### src/rtl/gpr_cdb_arbiter_if.sv
// Handshake and broadcast bundle between the GPR-writing reservation stations
// and the GPR common data bus arbiter.
interface gpr_cdb_arbiter_if #(
  parameter int N_REQ     = 4,
  parameter int ROB_WIDTH = 4,
  parameter int DATA_W    = 32
);
  logic [N_REQ-1:0]                req_valid;
  logic [N_REQ-1:0]                req_ready;
  logic [N_REQ-1:0][ROB_WIDTH-1:0] unit_tag;
  logic [N_REQ-1:0][DATA_W-1:0]    unit_data;
  logic                            flush;
  logic                            cdb_valid;
  logic [ROB_WIDTH-1:0]            cdb_tag;
  logic [DATA_W-1:0]               cdb_data;
  logic [31:0]                     bcast_count;

  // Requesting side: the reservation stations (or a bench standing in for them).
  modport master (
    output req_valid, unit_tag, unit_data, flush,
    input  req_ready, cdb_valid, cdb_tag, cdb_data, bcast_count
  );

  modport slave (
    input  req_valid, unit_tag, unit_data, flush,
    output req_ready, cdb_valid, cdb_tag, cdb_data, bcast_count
  );
endinterface

### src/rtl/gpr_cdb_arbiter.sv
// Round-robin arbiter for the GPR common data bus: one grant per cycle, the
// granted unit's registered result is broadcast the following cycle.
module gpr_cdb_arbiter #(
  parameter int N_REQ     = 4,
  parameter int ROB_WIDTH = 4,
  parameter int DATA_W    = 32
) (
  input logic              clk,
  input logic              reset,
  gpr_cdb_arbiter_if.slave bus
);
  localparam int PTR_W = (N_REQ > 1) ? $clog2(N_REQ) : 1;

  logic [PTR_W-1:0] rr_ptr_q, rr_ptr_d;
  logic [PTR_W-1:0] sel_id_q, sel_id_d;
  logic             sel_valid_q, sel_valid_d;
  logic [31:0]      bcast_count_q, bcast_count_d;

  logic [N_REQ-1:0] grant;
  logic             grant_found;
  logic [PTR_W-1:0] grant_id;
  logic [PTR_W-1:0] scan_idx;
  logic             cdb_valid;

  function automatic logic [PTR_W-1:0] wrap_idx(input int base, input int off);
    return PTR_W'((base + off) % N_REQ);
  endfunction

  // Grant is gated by reset so req_ready stays low while the block is held in reset.
  always_comb begin
    grant       = '0;
    grant_found = 1'b0;
    grant_id    = '0;
    scan_idx    = '0;
    if (reset && !bus.flush) begin
      for (int k = 0; k < N_REQ; k++) begin
        scan_idx = wrap_idx(int'(rr_ptr_q), k);
        if (!grant_found && bus.req_valid[scan_idx]) begin
          grant_found      = 1'b1;
          grant_id         = scan_idx;
          grant[scan_idx]  = 1'b1;
        end
      end
    end
  end

  always_comb begin
    sel_valid_d   = grant_found;
    sel_id_d      = grant_found ? grant_id : sel_id_q;
    rr_ptr_d      = rr_ptr_q;
    if (grant_found) begin
      rr_ptr_d = (grant_id == PTR_W'(N_REQ - 1)) ? '0 : grant_id + PTR_W'(1);
    end
    bcast_count_d = bcast_count_q + 32'(cdb_valid);
  end

  always_ff @(posedge clk or negedge reset) begin
    if (!reset) begin
      rr_ptr_q      <= '0;
      sel_id_q      <= '0;
      sel_valid_q   <= 1'b0;
      bcast_count_q <= '0;
    end else begin
      rr_ptr_q      <= rr_ptr_d;
      sel_id_q      <= sel_id_d;
      sel_valid_q   <= sel_valid_d;
      bcast_count_q <= bcast_count_d;
    end
  end

  // A flush arriving in the broadcast cycle kills the pending result outright.
  assign cdb_valid       = sel_valid_q && !bus.flush;
  assign bus.req_ready   = grant;
  assign bus.cdb_valid   = cdb_valid;
  assign bus.cdb_tag     = cdb_valid ? bus.unit_tag[sel_id_q]  : '0;
  assign bus.cdb_data    = cdb_valid ? bus.unit_data[sel_id_q] : '0;
  assign bus.bcast_count = bcast_count_q;
endmodule

### src/flat_wrapper.sv
// flat-port wrapper written by rule: the top's interface ports become plain ports
module gpr_cdb_arbiter_flat 
#(
  parameter int N_REQ     = 4,
  parameter int ROB_WIDTH = 4,
  parameter int DATA_W    = 32
)
  (clk, reset, bus_req_valid, bus_unit_tag, bus_unit_data, bus_flush, bus_req_ready, bus_cdb_valid, bus_cdb_tag, bus_cdb_data, bus_bcast_count);
  gpr_cdb_arbiter_if #(.N_REQ(N_REQ), .ROB_WIDTH(ROB_WIDTH), .DATA_W(DATA_W)) bus_i ();
  input logic clk;
  input logic reset;
  input wire logic [$bits(bus_i.req_valid)-1:0] bus_req_valid;
  input wire logic [$bits(bus_i.unit_tag)-1:0] bus_unit_tag;
  input wire logic [$bits(bus_i.unit_data)-1:0] bus_unit_data;
  input wire logic [$bits(bus_i.flush)-1:0] bus_flush;
  output wire logic [$bits(bus_i.req_ready)-1:0] bus_req_ready;
  output wire logic [$bits(bus_i.cdb_valid)-1:0] bus_cdb_valid;
  output wire logic [$bits(bus_i.cdb_tag)-1:0] bus_cdb_tag;
  output wire logic [$bits(bus_i.cdb_data)-1:0] bus_cdb_data;
  output wire logic [$bits(bus_i.bcast_count)-1:0] bus_bcast_count;
  assign bus_i.req_valid = bus_req_valid;
  assign bus_i.unit_tag = bus_unit_tag;
  assign bus_i.unit_data = bus_unit_data;
  assign bus_i.flush = bus_flush;
  assign bus_req_ready = bus_i.req_ready;
  assign bus_cdb_valid = bus_i.cdb_valid;
  assign bus_cdb_tag = bus_i.cdb_tag;
  assign bus_cdb_data = bus_i.cdb_data;
  assign bus_bcast_count = bus_i.bcast_count;
  gpr_cdb_arbiter #(.N_REQ(N_REQ), .ROB_WIDTH(ROB_WIDTH), .DATA_W(DATA_W)) u_core (.clk(clk), .reset(reset), .bus(bus_i));
endmodule
### config.mk
export PLATFORM = sky130hd
export DESIGN_NAME = gpr_cdb_arbiter_flat
export DESIGN_NICKNAME = d
export VERILOG_FILES = /design/src/rtl/gpr_cdb_arbiter_if.sv /design/src/rtl/gpr_cdb_arbiter.sv /design/src/flat_wrapper.sv
export SDC_FILE = /design/constraint.sdc
export NUM_CORES = 1
export LEC_CHECK = 0
export CORE_MARGIN = 5
export CORE_UTILIZATION = 36
export DETAILED_ROUTE_END_ITERATION = 8
export GPL_TIMING_DRIVEN = 0
export PLACE_DENSITY = 0.8
export SLEW_MARGIN = 20
export SYNTH_ARGS = -nofsm -noshare
export SYNTH_HDL_FRONTEND = slang
export SYNTH_SLANG_ARGS = --single-unit
### constraint.sdc
create_clock -name clk -period 3.95 [get_ports clk]
set_clock_uncertainty 0.15 [all_clocks]
set_input_delay 0.79 -clock clk [delete_from_list [all_inputs] [get_ports clk]]
set_output_delay 0.79 -clock clk [all_outputs]
set_load 0.005 [all_outputs]
==> results, run 1 <==
- The cell count after synthesis came out at roughly 290.
- The critical path is of the in2out type.
- Traced cell by cell, the critical path runs through clkdlybuf4s50_1, buf_2, mux4_2, nor2b_4, a22oi_1, nor2_1, a221oi_1, nor2_1, dlygate4sd2_1.
- The leakage dissipation is ~2.2 nW.
- After synthesis, the share of cell area in mux cells is 0.285.
- The CTS root buffer is clkbuf_8.
- The run finished with clean final reports.
- By area, the combinational part of the netlist is dominated by multiplexers.
- After detailed routing, the total wire length is ~13000 um.
- For this run, the register share of the synthesized area comes to 0.293.
- The depth of the most critical reg-to-reg path is 11.
- The number of flops mapped to enable cells by yosys is 0.
- The floorplan step defined a core boundary enclosing around 8600 um2.
- The antenna diode count is 0.
- Measured along the y axis, the die boundary spans roughly 100 um.
- For the finished layout, the period the worst path requires is between 3000 and 4000 ps.
- The initial antenna violation count came to 0.
- The global-route usage over all layers is 0.227.
- The synthesized netlist net count is between 400 and 500.
- STA puts the critical path data arrival time at around 2800 ps.
- Of all flip-flops after synthesis, the portion carrying an async set or reset was 1.00.
- The clock passes through at most 2 buffers.
- The highest fanout seen on the critical path is 10.
- The xor and xnor fraction of the mapped netlist area is 0.0859.
- For this block, the via count after detailed routing is approximately 3.2k.
- The die extent in x is between 100 and 150 um.
- Dividing total power by cell area gives a power density of ~380 nW/um2.
- At the end of the flow, the number of nets in the layout was approximately 680.
- Dividing the detail-routed via count by the number of cells gives between 5 and 6.
- The first global-routing pass estimated approximately 19000 um of wire.
- The reg-to-reg endpoint is u_core.rr_ptr_q[1]$_DFFE_PN0P_.
- The layout filler cell count is 686.
- The port buffer count is 221.
- For this run, the number of Yosys warnings is 0.
- The kind of start point of the critical path is an input pin.
- The placed wire-length estimate after detailed placement is around 11000 um.
- The fraction of layout cells with a size suffix above 1 is 0.146.
- The number of global-route vias before repair came to between 3k and 4k.
- In the final routed layout, each cell accounts on average for about 21 um.
- The number of detailed-route iterations in the first pass is 4.
- The CTS sink count is 37.
- The launching point of the worst reg2reg path is u_core.rr_ptr_q[0]$_DFFE_PN0P_.
- The die covers 10700 um2.
- Counting distinct cell types in the post-synthesis netlist gives 42.
- The adder and majority cell fraction of the synthesized area is 0.0356.
- After synthesis, the mean cell area works out to around 11 um2.
- The routability-driven placement congestion ratio is about 0.88.
- The worst-margin pin slew is just under 600 ps.
- Data on the critical path is required at its endpoint by roughly 3000 ps.
- Of the total synthesized cell area, the portion taken by AND, OR, NAND and NOR gates is 0.202.
- The cell area after technology mapping is ~3200 um2.
- The cell type of the slowest stage on the worst timing path is mux4_2.
- The post-layout worst setup margin is about 220 ps.
- In this design, the stage delay of the slowest critical-path cell is slightly below 500 ps.
- The number of antenna-violating nets in the routed design is 0.
- The worst slack after detailed placement is -167 ps.
- Counting the buffers created by CTS gives 5.
- The H-tree depth is 2.
- The pin count of the biggest net entering global routing is 21.
- After detailed routing, the number of remaining DRC violations is 0.
- Headroom to the max-slew limit came out at 0.610.
- In this run, the number of DRC markers left after iteration 0 of detailed routing was around 160.
- The layout overhead on the synthesized area is 80.5%.
- STA classifies the critical path endpoint as a primary output.
- The number of top-level pins is 224.
- The final count of hold timing violations is 0.
- The maximum ir drop on the vdd rail is about 460 uV.
- Global routing finished with a remaining overflow of 0.
- Synthesis inferred 37 register bits.
- The effective utilization at floorplan is 0.366.
- The number of max-slew violations in the final report is 0.
- The min-delay analysis places its worst path in the category in2async.
- Max-cap violations in this run came to 0.
- Dividing the final minimum period by the clock period gives 0.944.
- The number of core rows is 34.
- The fraction of the mapped netlist area in compound gates came to 0.0626.
- The most common flop cell mapped by yosys is dfrtp_1.
- Setup repair after global routing left no endpoint under its margin.
- The worst hold margin is between 200 and 300 ps.
- TritonCTS built the clock tree.
- Clock-pin slew was measured on the worst setup and hold paths at about 80 ps.
- Setup violations remaining at the end of the flow were counted as 0.
- The setup check on the worst reg-to-reg path leaves a slack of about 1100 ps.
- The clock insertion delay at the later pin of the skew report is a little under 300 ps.
- The most prevalent standard cell on the critical path is nor2_1.
- The timing-limited maximum frequency is 0.268 GHz.
[where the power goes]
part / switching [mW] / leakage [nW] / internal, mW / total (mW)
logic: 0.593 / 1.68 / 0.854 / 1.45
registers: 0.0392 / 0.499 / 0.422 / 0.462
clock network: 0.135 / 0.0439 / 0.122 / 0.257
[flip-flops by register name, indices dropped and copies added, names as in the netlist]
signal                  count
u_core.bus.bcast_count     32
u_core.rr_ptr_q             2
u_core.sel_id_q             2
u_core.sel_valid_q          1
[stage by stage]
stage	utilization	area [um2]	TNS, ps	std cells	total power [mW]
CTS	0.655	5650	-11.8	627	2.13
global route	0.660	5700	0	628	2.30
finish	0.660	5700	0	628	2.17
detailed placement	0.640	5530	-627	616	1.83
global placement	0.638	5510	-1550	615	1.79
floorplan	-	3160	0	286	1.38
[layout make-up]
class | instances | area [um2] | share of cell area
repair buffers | 226 | 2270 | 0.398
clock inverters | 3 | 17.5 | 0.00307
flip-flops and latches | 37 | 928 | 0.163
well taps | 108 | 135 | 0.0237
multi-input cells | 224 | 2150 | 0.378
inverters | 5 | 21.3 | 0.00373
plain buffers | 20 | 105 | 0.0184
clock buffers | 5 | 68.8 | 0.0121
[repair_timing]
| action | CTS | global route |
|---|---|---|
| buffers inserted | 3 | 1 |
| hold buffers | 0 | 0 |
| pin swaps | 0 | 3 |
| gates resized for setup | 7 | 12 |
| setup endpoints to repair | 4 | 5 |
[cell families (layout without fill, tap and decap cells)]
family          after synthesis  in the layout
simple gates                118            118
fa+ha+maj                     9              9
buf+inv                      25            259
xor+xnor                     31             31
mux                          41             41
compound gates               25             25
flops                        37             37
[synthesized netlist by cell type, types with 2 or more instances]
cell type / number / area [um2]
xor2_1: 6 / 52.6
dfrtp_1: 37 / 926
a22oi_1: 5 / 37.5
ha_1: 9 / 113
and4_1: 2 / 17.5
nand2_1: 18 / 67.6
a221oi_1: 4 / 35.0
clkbuf_1: 11 / 41.3
xnor2_1: 25 / 219
nor4_1: 2 / 12.5
nand3_1: 17 / 85.1
buf_2: 8 / 40.0
mux4_2: 38 / 856
o21ai_0: 2 / 10.0
mux2i_1: 2 / 20.0
nor2b_1: 37 / 231
and3_1: 7 / 43.8
or3_1: 2 / 12.5
nand2b_1: 3 / 18.8
nand4_1: 4 / 25.0
a21oi_1: 2 / 10.0
inv_1: 4 / 15.0
nor2_1: 21 / 78.8
a21o_1: 2 / 15.0
[layer usage]
metal,routed length (um),track usage,vias to the layer above
li1,-,-,1525
met1,4820,0.257,1572
met2,7080,0.428,143
met3,854,0.0585,8
met4,128,0.0444,0
met5,0,0,-
[cells in the final DEF (no fill, tap or decap), types with 5 or more instances in the layout]
master and instances:
xnor2_1 25, nand2_1 18, buf_2 9, dfrtp_1 35, clkbuf_1 9, mux4_2 38, and3_1 7, clkbuf_8 5
nand3_1 17, a22oi_1 5, nor2_1 21, xor2_1 6, nor2b_1 37, ha_1 9, clkdlybuf4s50_1 216
[how the worst max path moves through the flow]
stage / to / start
2_1_floorplan: bus_req_ready[0] / u_core.rr_ptr_q[0]$_DFFE_PN0P_
3_3_place_gp: bus_req_ready[2] / reset
3_5_place_dp: bus_req_ready[3] / bus_req_valid[2]
4_1_cts: bus_req_ready[3] / bus_req_valid[2]
5_1_grt: bus_cdb_data[16] / bus_flush
6_report: bus_req_ready[0] / bus_req_valid[2]
[critical path, delay by kind of cell]
kind | cells | cell delay (ps)
AOI/OAI and AO/OA | 2 | 360
buffers and inverters | 3 | 860
muxes | 1 | 490
and+or+nand+nor | 3 | 300
Power figures use the tool's default switching activity.
==> run 2, diff against run 1 <==
CORE_MARGIN = 8   (was 5)
PLACE_DENSITY = 0.83   (was 0.8)
==> results, run 2 (synthesized netlist as in run 1, its figures left out) <==
- The count of hold-fix buffers inserted at cts came to 0 (unchanged).
- The worst setup path is launched from a register.
- The first-pass GRT wire length came to 19700 um (+2.6%).
- The final count of hold timing violations is 0 (unchanged).
- The launching point of the worst reg2reg path is u_core.rr_ptr_q[0]$_DFFE_PN0P_.
- STA classifies the critical path endpoint as a primary output.
- The port buffer count is 221 (unchanged).
- The number of max-slew violations in the final report is 0 (unchanged).
- The leakage dissipation is 2.24 nW (+0.66%).
- The final period demand of the worst path came to 3810 ps (+77.8 ps).
- The post-detailed-routing wire length is 13600 um (+5.4%).
- The final-report setup violation count is 0 (unchanged).
- The total congestion overflow after global routing is 0 (unchanged).
- The global-route usage over all layers is 0.213 (-0.0141).
- The clock insertion delay at the later pin of the skew report was 290 ps (about the same).
- The post-placement cell count is 616 (unchanged).
- The placed wire-length estimate after detailed placement was 11300 um (+5.2%).
- The number of remaining DRC errors is 0 (unchanged).
- The layout filler cell count is 671 (-2.2%).
- The die extent in x was 110 um (+5.8%).
- The final period utilization is 0.964 (+0.0197).
- The number of antenna-violating nets in the routed design is 0 (unchanged).
- The clock edge transition at the registers on the reported setup and hold paths is 70 ps (about the same).
- The number of DRC markers in iteration 0 is 205 (+31%).
- The clock tree buffer depth is 2 (unchanged).
- The area inside the core boundary is 8640 um2 (unchanged).
- The number of detailed-route iterations in the first pass is 4 (unchanged).
- The leading cell type in the layout, fill and taps excluded is clkdlybuf4s50_1.
- The effective utilization at floorplan is 0.366 (unchanged).
- The setup path with the least slack is of type reg2out.
- The detailed-route via count is 3361 (+3.5%).
- The end-of-flow core utilization is 0.665 (+0.00507).
- The instance area after placement is 5520 um2 (-0.14%).
- The fraction of layout cells with a size suffix above 1 was 0.154 (+0.00813).
- The reported max-cap violation count is 0 (unchanged).
- The CTS sink count is 37 (unchanged).
- The timing-limited maximum frequency was 0.263 GHz (-2.0%).
- The depth of the most critical reg-to-reg path is 11 (unchanged).
- The initial antenna violation count is 2 (+2).
- The total negative setup slack came to 0 ps (unchanged).
- The routability-driven placement congestion ratio is 0.853 (-3.2%).
- The total non-filler cell area in the finished layout was 5750 um2 (+0.77%).
- The pin count of the biggest net entering global routing came to 30 (+43%).
- The worst hold margin is 208 ps (-80.2 ps).
- The floorplan die height is 110 um (+5.8%).
- The TritonCTS clock tree is built.
- The maximum ir drop on the vdd rail is 304 uV (-33%).
- Setup repair after global routing left no endpoint under its margin.
- The layout net count is 684 (+0.74%).
- The highest fanout seen on the critical path was 10 (unchanged).
- The library cells used most frequently in the layout, excluding fill and tap cells, are clkdlybuf4s50_1, mux4_2, nor2b_1.
- The normalized max-slew margin was 0.577 (-0.0323).
- The number of top-level pins is 224 (unchanged).
- The layout overhead on the synthesized area is 81.9%.
- The filler-free cell count of the finished design is 635 (+1.1%).
- The footprint of the flip-flops and latches is 928 um2 (unchanged).
- The worst-margin pin slew is 634 ps (+48.4 ps).
- The CTS root buffer is clkbuf_8.
- The reg2reg setup slack is 1130 ps (about the same).
- The H-tree depth was 2 (unchanged).
- The number of core rows is 34 (unchanged).
- The reg-to-reg endpoint is u_core.rr_ptr_q[1]$_DFFE_PN0P_.
- The flow ran to the end, and the final reports show no timing, DRC or antenna violations.
- The power density normalized to cell area is 392 nW/um2 (+3.2%).
- The number of global-route vias before repair came to 3589 (+9.4%).
- The type of the most critical hold path is in2async.
- The data arrival time of the critical path is 2870 ps (+80 ps).
- The area used by multi-input combinational logic is 2150 um2 (unchanged).
- The wire length per cell was 21.4 um (+4.3%).
- The number of flip-flops under the largest register name is 32 (unchanged).
- The number of buffers added by the clock tree synthesis step is 5 (unchanged).
- The data required time at the worst endpoint came to 3010 ps (about the same).
- The ratio of routed vias to standard cells is 5.29 (+2.3%).
- The die area is 12000 um2 (+12%).
run 2: cell type report:
class	instances	area share
antenna	2	0.000871
buffer	20	0.0185
clock buffer	7	0.0168
clock inverter	1	0.000871
inverter	5	0.00370
multi-input combinational	224	0.375
sequential	37	0.162
tap	108	0.0235
timing repair buffer	231	0.399
run 2: worst max path at each step:
stage	from	to	slack, ps	cells past startpoint
3_3_place_gp	reset	bus_req_ready[0]	-480	5
6_report	u_core.rr_ptr_q[0]$_DFFE_PN0P_	bus_req_ready[1]	140	11
2_1_floorplan	u_core.rr_ptr_q[0]$_DFFE_PN0P_	bus_req_ready[0]	730	9
5_1_grt	u_core.rr_ptr_q[0]$_DFFE_PN0P_	bus_req_ready[1]	30	11
3_5_place_dp	bus_req_valid[2]	bus_req_ready[3]	-280	9
4_1_cts	bus_req_valid[3]	bus_req_ready[0]	3	9
run 2: worst max-delay path, cell delays in order (launching register included):
cell and delay [ps]:
dfrtp_2 390, buf_6 150, inv_4 80, ha_1 300, buf_6 140, mux4_2 590
buf_4 180, a22oi_1 170, nor2_1 80, a221oi_2 170, nor2_1 60, dlygate4sd2_1 280
run 2: through the flow:
step	setup WS [ps]	total power, mW
finish	142	2.25
global route	30.1	2.40
CTS	2.64	2.21
detailed placement	-279	1.83
global placement	-483	1.79
floorplan	728	1.38
run 2: power breakdown:
group	leakage, nW	internal (mW)	switching [mW]	total (mW)
Clock	0.0543	0.158	0.135	0.293
Sequential	0.499	0.422	0.0382	0.461
Combinational	1.69	0.891	0.607	1.50
run 2: timing repair:
| action | CTS | global route |
|---|---|---|
| endpoints found under the setup margin | 4 | 4 |
| resized for setup | 13 | 7 |
| gates cloned | 0 | 0 |
| buffers inserted | 5 | 4 |
run 2: per-layer routing:
metal  vias to the layer above  share of wire  track usage  wire length (um)
met3                        38          0.093       0.0586              1270
met2                       152           0.54        0.393              7340
li1                       1537              -            -                 -
met1                      1634           0.33        0.213              4420
met5                         -              0            0                 0
met4                         0          0.041        0.112               552
